[config.mk]
export PLATFORM = sky130hd
export DESIGN_NAME = prio_encoder8_to_3_seq
export DESIGN_NICKNAME = d
export VERILOG_FILES = /design/src/rtl/prio_encoder8_to_3_seq_pkg.sv /design/src/rtl/prio_encoder8_to_3_seq_prio_enc_comb.sv /design/src/rtl/prio_encoder8_to_3_seq.sv
export SDC_FILE = /design/constraint.sdc
export NUM_CORES = 1
export LEC_CHECK = 0
export BUFFER_PORTS_ARGS = -buffer_cell sky130_fd_sc_hd__buf_2
export CORE_MARGIN = 2
export CORE_UTILIZATION = 25
export DETAILED_ROUTE_END_ITERATION = 8
export SLEW_MARGIN = 20
export SYNTH_ARGS = -nofsm -noshare
export SYNTH_HDL_FRONTEND = slang
export SYNTH_HIERARCHICAL = 1
export SYNTH_SLANG_ARGS = --single-unit
[constraint.sdc]
create_clock -name clk -period 8.9 [get_ports clk]
set_input_delay 0.445 -clock clk [delete_from_list [all_inputs] [get_ports clk]]
set_output_delay 0.445 -clock clk [all_outputs]
set_load 0.02 [all_outputs]
[src/rtl/prio_encoder8_to_3_seq_pkg.sv]
// Shared types and default sizes for the registered priority encoder.
package prio_encoder8_to_3_seq_pkg;

    // Handshake FSM: IDLE looks for work, PRESENT holds a code until accepted.
    typedef enum logic {
        IDLE    = 1'b0,
        PRESENT = 1'b1
    } state_t;

    localparam int N_DEFAULT  = 8;
    localparam int CW_DEFAULT = 8;

endpackage

[src/rtl/prio_encoder8_to_3_seq_prio_enc_comb.sv]
// Combinational N-to-W encoder: index of the highest set bit plus a nonzero flag.
module prio_enc_comb #(
    parameter  int N = 8,
    localparam int W = $clog2(N)
) (
    input  logic [N-1:0] req,
    output logic [W-1:0] idx,
    output logic         nz
);

    // Scan upward so the highest set index is the last one written.
    always_comb begin
        // NOTE: idx gets a default before the loop so no path leaves it unassigned (no latch).
        idx = '0;
        for (int i = 0; i < N; i++) begin
            if (req[i]) begin
                idx = W'(i);
            end
        end
    end

    assign nz = |req;

endmodule

[src/rtl/prio_encoder8_to_3_seq.sv]
// Registered priority encoder with sticky request latching, a valid/ready
// handshake that grants one index at a time, and a saturating merge counter.
module prio_encoder8_to_3_seq
    import prio_encoder8_to_3_seq_pkg::*;
#(
    parameter  int N  = N_DEFAULT,
    parameter  int CW = CW_DEFAULT,
    localparam int W  = $clog2(N)
) (
    input  logic          clk,
    input  logic          rst,
    input  logic          en,
    input  logic [N-1:0]  in,
    output logic [W-1:0]  out,
    output logic          valid,
    input  logic          ready,
    output logic [N-1:0]  pending,
    output logic          any,
    output logic [CW-1:0] merge_cnt
);

    // Popcount width and a sum width that can hold the counter plus one cycle's hits.
    localparam int PW = $clog2(N + 1);
    localparam int SW = ((CW > PW) ? CW : PW) + 1;
    localparam logic [SW-1:0] CNT_MAX = SW'({CW{1'b1}});

    state_t        state_q, state_d;
    logic [W-1:0]  out_q, out_d;
    logic [N-1:0]  pending_q, pending_d;
    logic [CW-1:0] merge_q, merge_d;

    logic [N-1:0]  set;
    logic [N-1:0]  clr;
    logic [N-1:0]  merge_hits;
    logic [PW-1:0] merge_pop;
    logic [SW-1:0] merge_sum;
    logic          handshake;
    logic [W-1:0]  enc_idx;
    logic          enc_nz;

    // Highest pending index, looked up from the registered pending vector.
    prio_enc_comb #(.N(N)) u_enc (
        .req (pending_q),
        .idx (enc_idx),
        .nz  (enc_nz)
    );

    // Handshake FSM next-state: load a frozen code in IDLE, release it on ready.
    always_comb begin
        state_d   = state_q;
        out_d     = out_q;
        handshake = 1'b0;
        case (state_q)
            IDLE: begin
                if (enc_nz) begin
                    out_d   = enc_idx;
                    state_d = PRESENT;
                end
            end
            PRESENT: begin
                if (ready) begin
                    handshake = 1'b1;
                    state_d   = IDLE;
                end
            end
            default: state_d = IDLE;
        endcase
    end

    // Capture and clear: a new pulse on the line being consumed wins over the clear.
    always_comb begin
        set        = en ? in : '0;
        clr        = handshake ? (N'(1) << out_q) : '0;
        pending_d  = (pending_q & ~clr) | set;
        merge_hits = set & pending_q & ~clr;
        merge_pop  = '0;
        for (int i = 0; i < N; i++) begin
            merge_pop = merge_pop + PW'(merge_hits[i]);
        end
        merge_sum = SW'(merge_q) + SW'(merge_pop);
        merge_d   = (merge_sum > CNT_MAX) ? {CW{1'b1}} : merge_sum[CW-1:0];
    end

    // State, presented code, pending vector and merge counter registers.
    always_ff @(posedge clk or posedge rst) begin
        if (rst) begin
            // NOTE: every register here is a plain flop with a reset value; there is no memory array to leave unreset.
            state_q   <= IDLE;
            out_q     <= '0;
            pending_q <= '0;
            merge_q   <= '0;
        end else begin
            // NOTE: non-blocking assignments so every register samples pre-edge values.
            state_q   <= state_d;
            out_q     <= out_d;
            pending_q <= pending_d;
            merge_q   <= merge_d;
        end
    end

    assign out       = out_q;
    assign valid     = (state_q == PRESENT);
    assign pending   = pending_q;
    assign any       = |pending_q;
    assign merge_cnt = merge_q;

endmodule
==> impl_metrics.csv <==
group,metric,value,unit
outcome,status,"finished clean",
placed_design,post-dp-hpwl,2260,um
setup_path,cp.depth,15,
power,clkPwrFrac,16.9,%
sta,layout_min_cycle_time,4.34,ns
setup_path,critPathSlowestCell,"fa_1",
grt,overflow,0,
sta,slew_violations,0,
sta,rsz0062_at_grt,"no",
synthesis,async_flop_share,100,%
setup_path,path_max_fanout,4,
power,power.total,0.000554,W
sta,tightest_slew,0.822,ns
grt,grt_pass1_vias,990,
final_layout,num_antenna_cells,0,
synthesis,synth_edf_count,0,
detailed_routing,post-route-drc-count,0,
power,p_per_area,356,nW/um2
floorplan,die_w,74.7,um
final_layout,final_core_util,32.8,%
cts,cts_tree,"done",
setup_path,crit_path_end_kind,"register",
placed_design,dp.cells,231,
detailed_routing,drtPass1Iterations,4,
setup_path,crit_type,"reg2reg",
setup_path,crit_required,9.10,ns
cts,cts_setup_buffers,0,
synthesis,synthTopCellsByArea,"dfrtp_1 (40%), fa_1 (8.0%), nand2_1 (6.6%)",
sta,finalSetupViolCount,0,
synthesis,synthTopCellsByCount,"nand2_1 (22), dfrtp_1 (20), nor2_1 (15), inv_1 (11)",
grt,antenna_found_initial,0,
sta,whs,0.329,ns
sta,fin_skew,0.00620,ns
detailed_routing,via_count,1055,
detailed_routing,antenna_left,0,
sta,fmax,230,MHz
cts,clock_sinks,20,
detailed_routing,viasPerCell,4.49,
power,swShare,45.1,%
synthesis,synth_cell_types,37,
cts,clk_pin_slew,0.09,ns
run,cap_violations,0,
power,pwr-share-seq,29.9,%
setup_path,cp_data_arrival_time,4.54,ns
floorplan,boundaryPins,33,
final_layout,drive_gt1_share,31.0,%
cts,cts_resized,0,
grt,grt_max_degree,21,
detailed_routing,wl_per_cell,12.6,um
final_layout,nets,192,
synthesis,yosys_warnings,6,
setup_path,crit_buf_inv,3,
setup_path,rr_worst_depth,15,
setup_path,critical-path-top-delay-family,"adder cells",
sta,slew_headroom,45.1,%
placed_design,port_buffers,32,
sta,setup_tns,0,ns
synthesis,synth_largest_area_cell,"dfrtp_1",
sta,period_share,48.8,%
synthesis,synth_most_common_cell,"nand2_1",
setup_path,crit_path_max_incr_delay,0.56,ns
placed_design,place.gp.congestion,0.776,
synthesis,synthesis.nets,156,
power,combPwrFrac,53.2,%
power,p_leak,0.678,nW
cts,hold_buffers,0,
cts,cts_max_level,1,
floorplan,die_h,74.7,um
min_path,min_path_type,"in2async",
sta,hold_viol,0,
final_layout,stdcell_count,235,
power,switchingPower,0.000250,W
synthesis,syn_inst,133,
floorplan,core-area,4750,um2
synthesis,synth_top_area_share,40.1,%
final_layout,area_delta_synth_final,24.9,%
synthesis,synth_ff_type,"dfrtp_1",
cts,clockRootBuffer,"clkbuf_8",
cts,insertion_delay,0.26,ns
detailed_routing,drt-total-wl,2970,um
power,ir_worst_vdd,152,uV
detailed_routing,dr.first_iter.drc_count,28,
cts,clock_path_buffers,2,
synthesis,syn-cell-area,1250,um2
synthesis,synth-seq-cells,20,
floorplan,dieArea,5580,um2
setup_path,start_kind,"register",
power,p_int,0.000304,W
grt,grt.total_usage,11.5,%
setup_path,cpMostUsedCell,"fa_1",
floorplan,start_util,26.3,%
cts,cts_made_buffers,3,
synthesis,avgSynthCellArea,9.39,um2
setup_path,path_cells,"nand3b_1 -> o31ai_1 -> nor2_1 -> fa_1 -> inv_1 -> fa_1 -> inv_1 -> fa_1 -> fa_1 -> inv_1 -> fa_1 -> nand2b_2 -> a211oi_2 -> nand3_2 -> nand2b_1",
grt,grt_pass1_wl,4770,um
synthesis,ys_seq_area_share,40.1,%
floorplan,row_count,25,
==> power by group through the flow <==
stage	logic [W]	registers, W	clock network [W]
after global routing	0.000332	0.000171	0.000101
after detailed placement	0.000297	0.000167	0
after floorplan	0.000187	0.000195	0
after CTS	0.000300	0.000166	0.0000952
final	0.000295	0.000166	0.0000936
after global placement	0.000298	0.000167	0
==> per-layer routing <==
| layer | vias up | global-route usage [%] | routed length [um] |
|---|---|---|---|
| li1 | 522 | - | - |
| met1 | 502 | 15.1 | 1400 |
| met2 | 29 | 19.4 | 1400 |
| met3 | 2 | 3.48 | 151 |
| met4 | 0 | 1.79 | 21 |
| met5 | - | 0 | 0 |
==> stage by stage <==
stage / instance area, um2 / setup slack, ns
final: 1560 / 4.56
after global routing: 1560 / 4.31
after CTS: 1560 / 4.54
after detailed placement: 1490 / 4.55
after global placement: 1490 / 4.63
after floorplan: 1250 / 4.78
==> flip-flops by register name, indices dropped and copies added, names as in the netlist <==
| name | flops |
|---|---|
| merge_cnt | 8 |
| pending | 8 |
| out | 3 |
| valid | 1 |
==> worst paths after layout <==
path	slack, ns	to	start
setup / recovery	4.56	merge_cnt[0]	out[2]
hold / removal	0.33	valid	rst
setup reg to reg	4.56	merge_cnt[0]	out[2]
hold reg to reg	0.59	valid	valid
max in group asynchronous	8.06	merge_cnt[0]	rst
min in group clk	0.39	pending[7]	in[7]
==> layout by cell type (no fill, tap or decap), drive strengths merged, types with 2 or more instances in the layout <==
cell type | synthesis | final
a211oi | 3 | 3
a21oi | 8 | 8
a31oi | 3 | 3
buf | 1 | 32
clkbuf | 0 | 3
dfrtp | 20 | 20
fa | 5 | 5
ha | 6 | 6
inv | 12 | 12
mux2 | 3 | 3
nand2 | 22 | 22
nand2b | 4 | 4
nand3 | 3 | 3
nand4 | 2 | 2
nor2 | 17 | 17
nor3 | 2 | 2
nor4 | 2 | 2
o21ai | 6 | 6
o31ai | 3 | 3
==> final cells by class <==
type	count	area (um2)
timing repair buffer	32	160
clock inverter	1	30.0
clock buffer	3	41.3
multi-input combinational	100	698
sequential	20	500
tap	67	83.8
inverter	12	45.0
fill	524	3200
==> logic make-up after synthesis <==
logic type	Yosys count	synth area share [%]
simple gates	58	22.8
xor+xnor	2	1.40
flops	20	40.1
mux	3	2.71
fa+ha+maj	11	14.0
buf+inv	13	4.01
compound gates	26	14.9
(Power assumes the default switching activity.)
